## src/rtl/pc_sequencer.sv

```systemverilog
// Fetch sequencer for the tau front end: drives the program counter's load/enable,
// fetches over a req/ack memory port and presents words to decode with valid/ready.
`timescale 1ns/1ps
module pc_sequencer #(
    parameter int                       ADDRESS_WIDTH = 16,
    parameter int                       DATA_WIDTH    = 16,
    parameter logic [ADDRESS_WIDTH-1:0] RESET_VECTOR  = '0
) (
    input  logic                     clock,
    input  logic                     reset,
    input  logic [ADDRESS_WIDTH-1:0] pc,
    output logic                     pc_load_n,
    output logic                     pc_enable,
    output logic [ADDRESS_WIDTH-1:0] pc_target,
    output logic                     mem_req,
    output logic [ADDRESS_WIDTH-1:0] mem_addr,
    input  logic                     mem_ack,
    input  logic [DATA_WIDTH-1:0]    mem_rdata,
    output logic [DATA_WIDTH-1:0]    instr,
    output logic                     instr_valid,
    input  logic                     instr_ready,
    input  logic                     branch_valid,
    input  logic [ADDRESS_WIDTH-1:0] branch_target,
    input  logic                     halt,
    output logic                     halted
);

    typedef enum logic [2:0] {
        BOOT     = 3'd0,
        FETCH    = 3'd1,
        ISSUE    = 3'd2,
        REDIRECT = 3'd3,
        HALTED   = 3'd4
    } state_t;

    state_t                   state_q, state_d;
    logic [DATA_WIDTH-1:0]    instr_q, instr_d;
    logic [ADDRESS_WIDTH-1:0] redirect_q, redirect_d;
    logic                     pending_q, pending_d;
    logic                     pc_load_n_q, pc_load_n_d;
    logic [ADDRESS_WIDTH-1:0] pc_target_q, pc_target_d;
    logic                     mem_req_q, mem_req_d;
    logic                     instr_valid_q, instr_valid_d;
    logic                     halted_q, halted_d;

    always_comb begin
        state_d    = state_q;
        instr_d    = instr_q;
        redirect_d = redirect_q;
        pending_d  = pending_q;
        unique case (state_q)
            BOOT: state_d = FETCH;
            FETCH: begin
                // The memory transaction always runs to its ack, even when a branch
                // has already made its data useless.
                if (branch_valid) begin
                    redirect_d = branch_target;
                    pending_d  = 1'b1;
                end
                if (mem_ack) begin
                    if (pending_q || branch_valid) begin
                        state_d = REDIRECT;
                    end else begin
                        instr_d = mem_rdata;
                        state_d = ISSUE;
                    end
                end
            end
            ISSUE: begin
                if (branch_valid) begin
                    redirect_d = branch_target;
                    pending_d  = 1'b1;
                    instr_d    = '0;
                    state_d    = REDIRECT;
                end else if (instr_ready) begin
                    state_d = halt ? HALTED : FETCH;
                end
            end
            REDIRECT: begin
                if (branch_valid) begin
                    redirect_d = branch_target;
                end else begin
                    pending_d = 1'b0;
                    state_d   = FETCH;
                end
            end
            HALTED: if (!halt) state_d = FETCH;
            default: state_d = BOOT;
        endcase
    end

    // Outputs are registered from the next state so they change cleanly on the edge.
    always_comb begin
        pc_load_n_d   = !((state_d == BOOT) || (state_d == REDIRECT));
        pc_target_d   = (state_d == BOOT) ? RESET_VECTOR : redirect_d;
        mem_req_d     = (state_d == FETCH);
        instr_valid_d = (state_d == ISSUE);
        halted_d      = (state_d == HALTED);
    end

    always_ff @(posedge clock or posedge reset) begin
        if (reset) begin
            state_q       <= BOOT;
            instr_q       <= '0;
            redirect_q    <= RESET_VECTOR;
            pending_q     <= 1'b0;
            pc_load_n_q   <= 1'b0;
            pc_target_q   <= RESET_VECTOR;
            mem_req_q     <= 1'b0;
            instr_valid_q <= 1'b0;
            halted_q      <= 1'b0;
        end else begin
            state_q       <= state_d;
            instr_q       <= instr_d;
            redirect_q    <= redirect_d;
            pending_q     <= pending_d;
            pc_load_n_q   <= pc_load_n_d;
            pc_target_q   <= pc_target_d;
            mem_req_q     <= mem_req_d;
            instr_valid_q <= instr_valid_d;
            halted_q      <= halted_d;
        end
    end

    // Increment only for a fetch whose data is kept; never overlaps a load.
    assign pc_enable   = (state_q == FETCH) && mem_ack && !pending_q && !branch_valid;
    assign pc_load_n   = pc_load_n_q;
    assign pc_target   = pc_target_q;
    assign mem_req     = mem_req_q;
    assign mem_addr    = pc;
    assign instr       = instr_q;
    assign instr_valid = instr_valid_q;
    assign halted      = halted_q;

endmodule

```

## config.mk

```make
export PLATFORM = sky130hd
export DESIGN_NAME = pc_sequencer
export DESIGN_NICKNAME = d
export VERILOG_FILES = /design/src/rtl/pc_sequencer.sv
export SDC_FILE = /design/constraint.sdc
export NUM_CORES = 1
export LEC_CHECK = 0
export CORE_MARGIN = 5
export CORE_UTILIZATION = 38
export DETAILED_ROUTE_END_ITERATION = 12
export PLACE_DENSITY = 0.75
export SYNTH_ARGS = -nofsm -noshare
export SYNTH_HDL_FRONTEND = slang
export SYNTH_SLANG_ARGS = --single-unit
export TNS_END_PERCENT = 5
```

## constraint.sdc

```tcl
create_clock -name clock -period 1.65 [get_ports clock]
set_input_delay 0.33 -clock clock [delete_from_list [all_inputs] [get_ports clock]]
set_output_delay 0.33 -clock clock [all_outputs]
set_load 0.05 [all_outputs]
```

After elaboration in Yosys (flattened, before gate mapping)
Cells that the tools add are included.

Reduce and logical (&&, ||, !) cells: 16. Muxes and demuxes: 18. Equality and inequality tests: 13.

Operators with widths (number): $mux W16 (6); $pmux W16 S2 (1); $mux W3 (6); $pmux W3 S5 (1); $eq A3 B2 Y1 const B (4); $ne A2 B2 Y1 const B (4); $eq A3 B1 Y1 const B (2); $eq A3 B3 Y1 const B (2); $logic_not A3 Y1 (2); $reduce_and A4 Y1 (1); $reduce_bool A2 Y1 (2); $logic_and A1 B1 Y1 (3); $logic_not A1 Y1 (3); $mux W1 (3); $reduce_and A3 Y1 (1); $reduce_or A3 Y1 (1); $logic_or A1 B1 Y1 (2); $ne A2 B1 Y1 const B (1); $pmux W1 S2 (1); $reduce_or A2 Y1 (1).

Output and inout bits: 53. Logic and storage cells: 56. Bits in registers: 56.

Longest topological paths before layout
Word-level depth: 7. Gate-level depth with buffers: 7. Mapped depth without buffers: 4.

Worst setup path after synthesis
OpenSTA, ideal clock, no wires.

Path type: register -> output. From: reg state_q[2]. To: out pc_enable. Required time: 1.320 ns. Cell stages (with the launch flop): 5. Slack: -0.289 ns. Arrival time: 1.609 ns. Cell sequence: dfrtp_1 buf_2 nor2_1 or4b_2 inv_1.

Cells in the longest elaborated chain, start to end: 4.

Ends and longest elaborated chain: start, declared (line 36) `state_t state_q, state_d;`; start signal, assigned (line 113) `state_q <= state_d;`; $eq A3 B1 Y1 (line 126) `assign pc_enable = (state_q == FETCH) && mem_ack && !pending_q && !branch_valid;`; $logic_and A1 B1 Y1 (3 in series) (line 126); end, declared (line 13) `output logic pc_enable,`.

Every way passes these cells.

Worst setup path after layout
From: reg state_q[1]. To: out pc_enable.

Same word-level chain as after synthesis.

==> impl_results.md <==
* Clk sinks at 56
* M1 GR Usage at 14.97%
* Yosys top cell area share at 57.61%
* Status: finished, violations left
* Die height at 90.01 microns
* IO Pins at 107
* RSZ-0062 raised after global routing: yes
* Area growth syn-to-layout at 36.27%
* Worst VDD drop at roughly 0.0011 V
* CP Data Required Time at ~1.3 ns
* CP Max Fanout at 2
* Synth Area per Inst at 12.60 sq um
* Worst-path clk slew at roughly 0.10 ns
* Min-Delay Path Class: in2async
* R2R setup slack at -0.20 ns
* MaxCap Viol Count at 0
* Fraction of layout cells with a size suffix above 1 at 35.29%
* Total CTS buffers at 5
* CTS Buffer Depth at 2
* Global routing usage on met2 at 22.56%
* Later-pin clock latency in the skew report at ~0.31 ns
* Slew Viols, Final at 0
* Residual DRC count at 0
* Setup ws final at -0.2673 ns
* DR vias at 1644
* Final cell count without fillers at 349
* Global-route wire length before repair at around 8900 microns
* Std cell rows at 29
* Most Crowded Layer GR: met2
* Top cells by area, synth: dfrtp_1 58%, mux2_2 7.4%, mux2i_1 6.2%, buf_4 5.2%, o31a_1 4.7%
* N_diodes at 0
* Leak at about 1.5 nW
* Library cells used by synthesis at 31
* Met3 Track Usage GR at 5.342%
* Vias per cell at between 4 and 5
* GRT Total Usage at between 10% and 20%
* Number of H-tree levels at 2
* Least-Margin Pin Slew at 0.6037 ns
* Failing checks: negative setup slack
* Vias in the first global route at ~1800
* Seq/Total Area, Yosys at 57.61%
* Hold_buf cts at 0
* WS Path Type: reg2out
* Dpl ws at -0.4590 ns
* Largest net degree at the start of global routing at 57
* Cell Area, Synth at around 2400 sq um
* Post-Route Skew at 0.006961 ns
* RD Place Congestion at 0.8107
* Synthesized Nets at 247
* Die Footprint at around 8100 sq um
* Crit path capture type: output port
* DRT antenna net count at 0
* Number of fillers in the final layout at 545
* Final Net Count at between 300 and 400
* Final setup fails at 29
* Synth Register Bits at 56
* Setup TNS at -3.755 ns
* Most frequent cell after synthesis: dfrtp_1
* Final hold violations at 0
* Drt first pass iters at 4
* Root buf cell: clkbuf_8
* Per-cell routed wire length at approximately 15 microns
* Grt ovf at 0
* Tcrit/Tclk final at 116.2%
* Placed cell count at 338
* Async SR Flop Fraction at 100.0%
* CTS tree: yes
* Hpwl dp at 3771 microns
* Cells after Synth at slightly below 200
* Core area at about 6300 sq um
* Synth area leader: dfrtp_1
* Prevailing post-synth register cell: dfrtp_1
* Util after Layout at 52.80%
* Initial Util at 38.75%
* PwrDens at around 1700 nW/um^2
* Synth warn at 0
* PortBufs at 74
* Total Wirelength at roughly 5200 microns
* Chip width at 90.01 microns
* Most frequent cells after synthesis: 56 x dfrtp_1, 17 x buf_4, 16 x mux2_2, 15 x inv_1, 15 x mux2i_1
* Initial antenna violation count at 0
* Startpoint types: flip-flop
* Post-synth EDFFs at 0
* Final min period at 1.917 ns
* Max_slew headroom at approximately three fifths
* Fmax at around 0.52 GHz
* Starting DRC count in detailed routing at 47
* Power Total at 5.664 mW
* CP Data Arrival Time at ~1.6 ns
==> stage by stage <==
stage | instance area, sq um | hold slack (ns)
after global routing | 3314 | 0.4456
final | 3314 | 0.4301
after global placement | 3182 | 0.4660
after CTS | 3292 | 0.4498
after detailed placement | 3182 | 0.4848
after floorplan | 2447 | 0.4105
==> metal layers <==
layer / share of wire [%] / wire, microns
met1: 41 / 2125
met2: 49 / 2567
met3: 8.0 / 421
met4: 2.2 / 117
met5: 0 / 0
==> worst max-delay path, cell delays in order, from the launching register on <==
cell and delay [ns]:
dfrtp_2 0.42, buf_4 0.13, or4b_4 0.50, clkinvlp_4 0.10
buf_12 0.13
==> state kept, by name, indices dropped and copies added, names as in the netlist <==
name / count
state_q: 3
instr: 16
pc_target: 16
halted: 1
redirect_q: 16
mem_req: 1
pc_load_n: 1
instr_valid: 1
pending_q: 1
==> repair_timing <==
item,4_1_cts,5_1_grt
gates resized for setup,3,3
pin swaps,0,1
setup buffers,1,2
endpoints found under the setup margin,30,31
==> layout by cell type (no fill, tap or decap), types with 3 or more instances in the layout <==
cell type	instances
nand2_1	13
inv_1	13
nor2_1	8
o21ai_0	3
o31a_1	13
mux2i_1	15
clkbuf_8	6
nor2b_1	8
mux2_2	15
buf_12	4
clkdlybuf4s50_1	35
dfrtp_1	54
buf_4	55
==> area by class of cell <==
cell class	count	area, sq um	share of cell area, %
repair buffers	97	875.8	26.43
clock buffers	6	82.58	2.492
flip-flops and latches	56	1404	42.36
well taps	77	96.34	2.907
inverters	15	63.81	1.925
multi-input cells	96	778.2	23.48
clock inverters	2	13.76	0.4153
==> power by group <==
| part | leakage [nW] | switching [mW] | internal (mW) |
|---|---|---|---|
| combinational | 0.823 | 1.84 | 1.04 |
| sequential | 0.657 | 0.207 | 1.80 |
| clock | 0.0516 | 0.435 | 0.344 |
| total | 1.53 | 2.48 | 3.19 |
==> logic make-up (layout without fill, tap and decap cells) <==
kind of cell	count (synthesis)	in the layout	synth area share, %
AO/OA/AOI/OAI	24	24	8.230
buffers and inverters	41	120	10.96
flip-flops	56	56	57.61
multiplexers	32	32	14.04
AND/OR/NAND/NOR	40	40	9.157
==> path summary, 6_finish.rpt <==
kind | startpoint | endpoint | cells past startpoint
worst max-delay path | state_q[1] | pc_enable | 4
worst min-delay path | reset | pc_target[13] | 3
worst max register to register | state_q[1] | instr[14] | 6
worst min register to register | redirect_q[6] | redirect_q[6] | 1
max in group asynchronous | reset | state_q[0] | 3
min in group clock | redirect_q[6] | redirect_q[6] | 1
(Power assumes the default switching activity.)
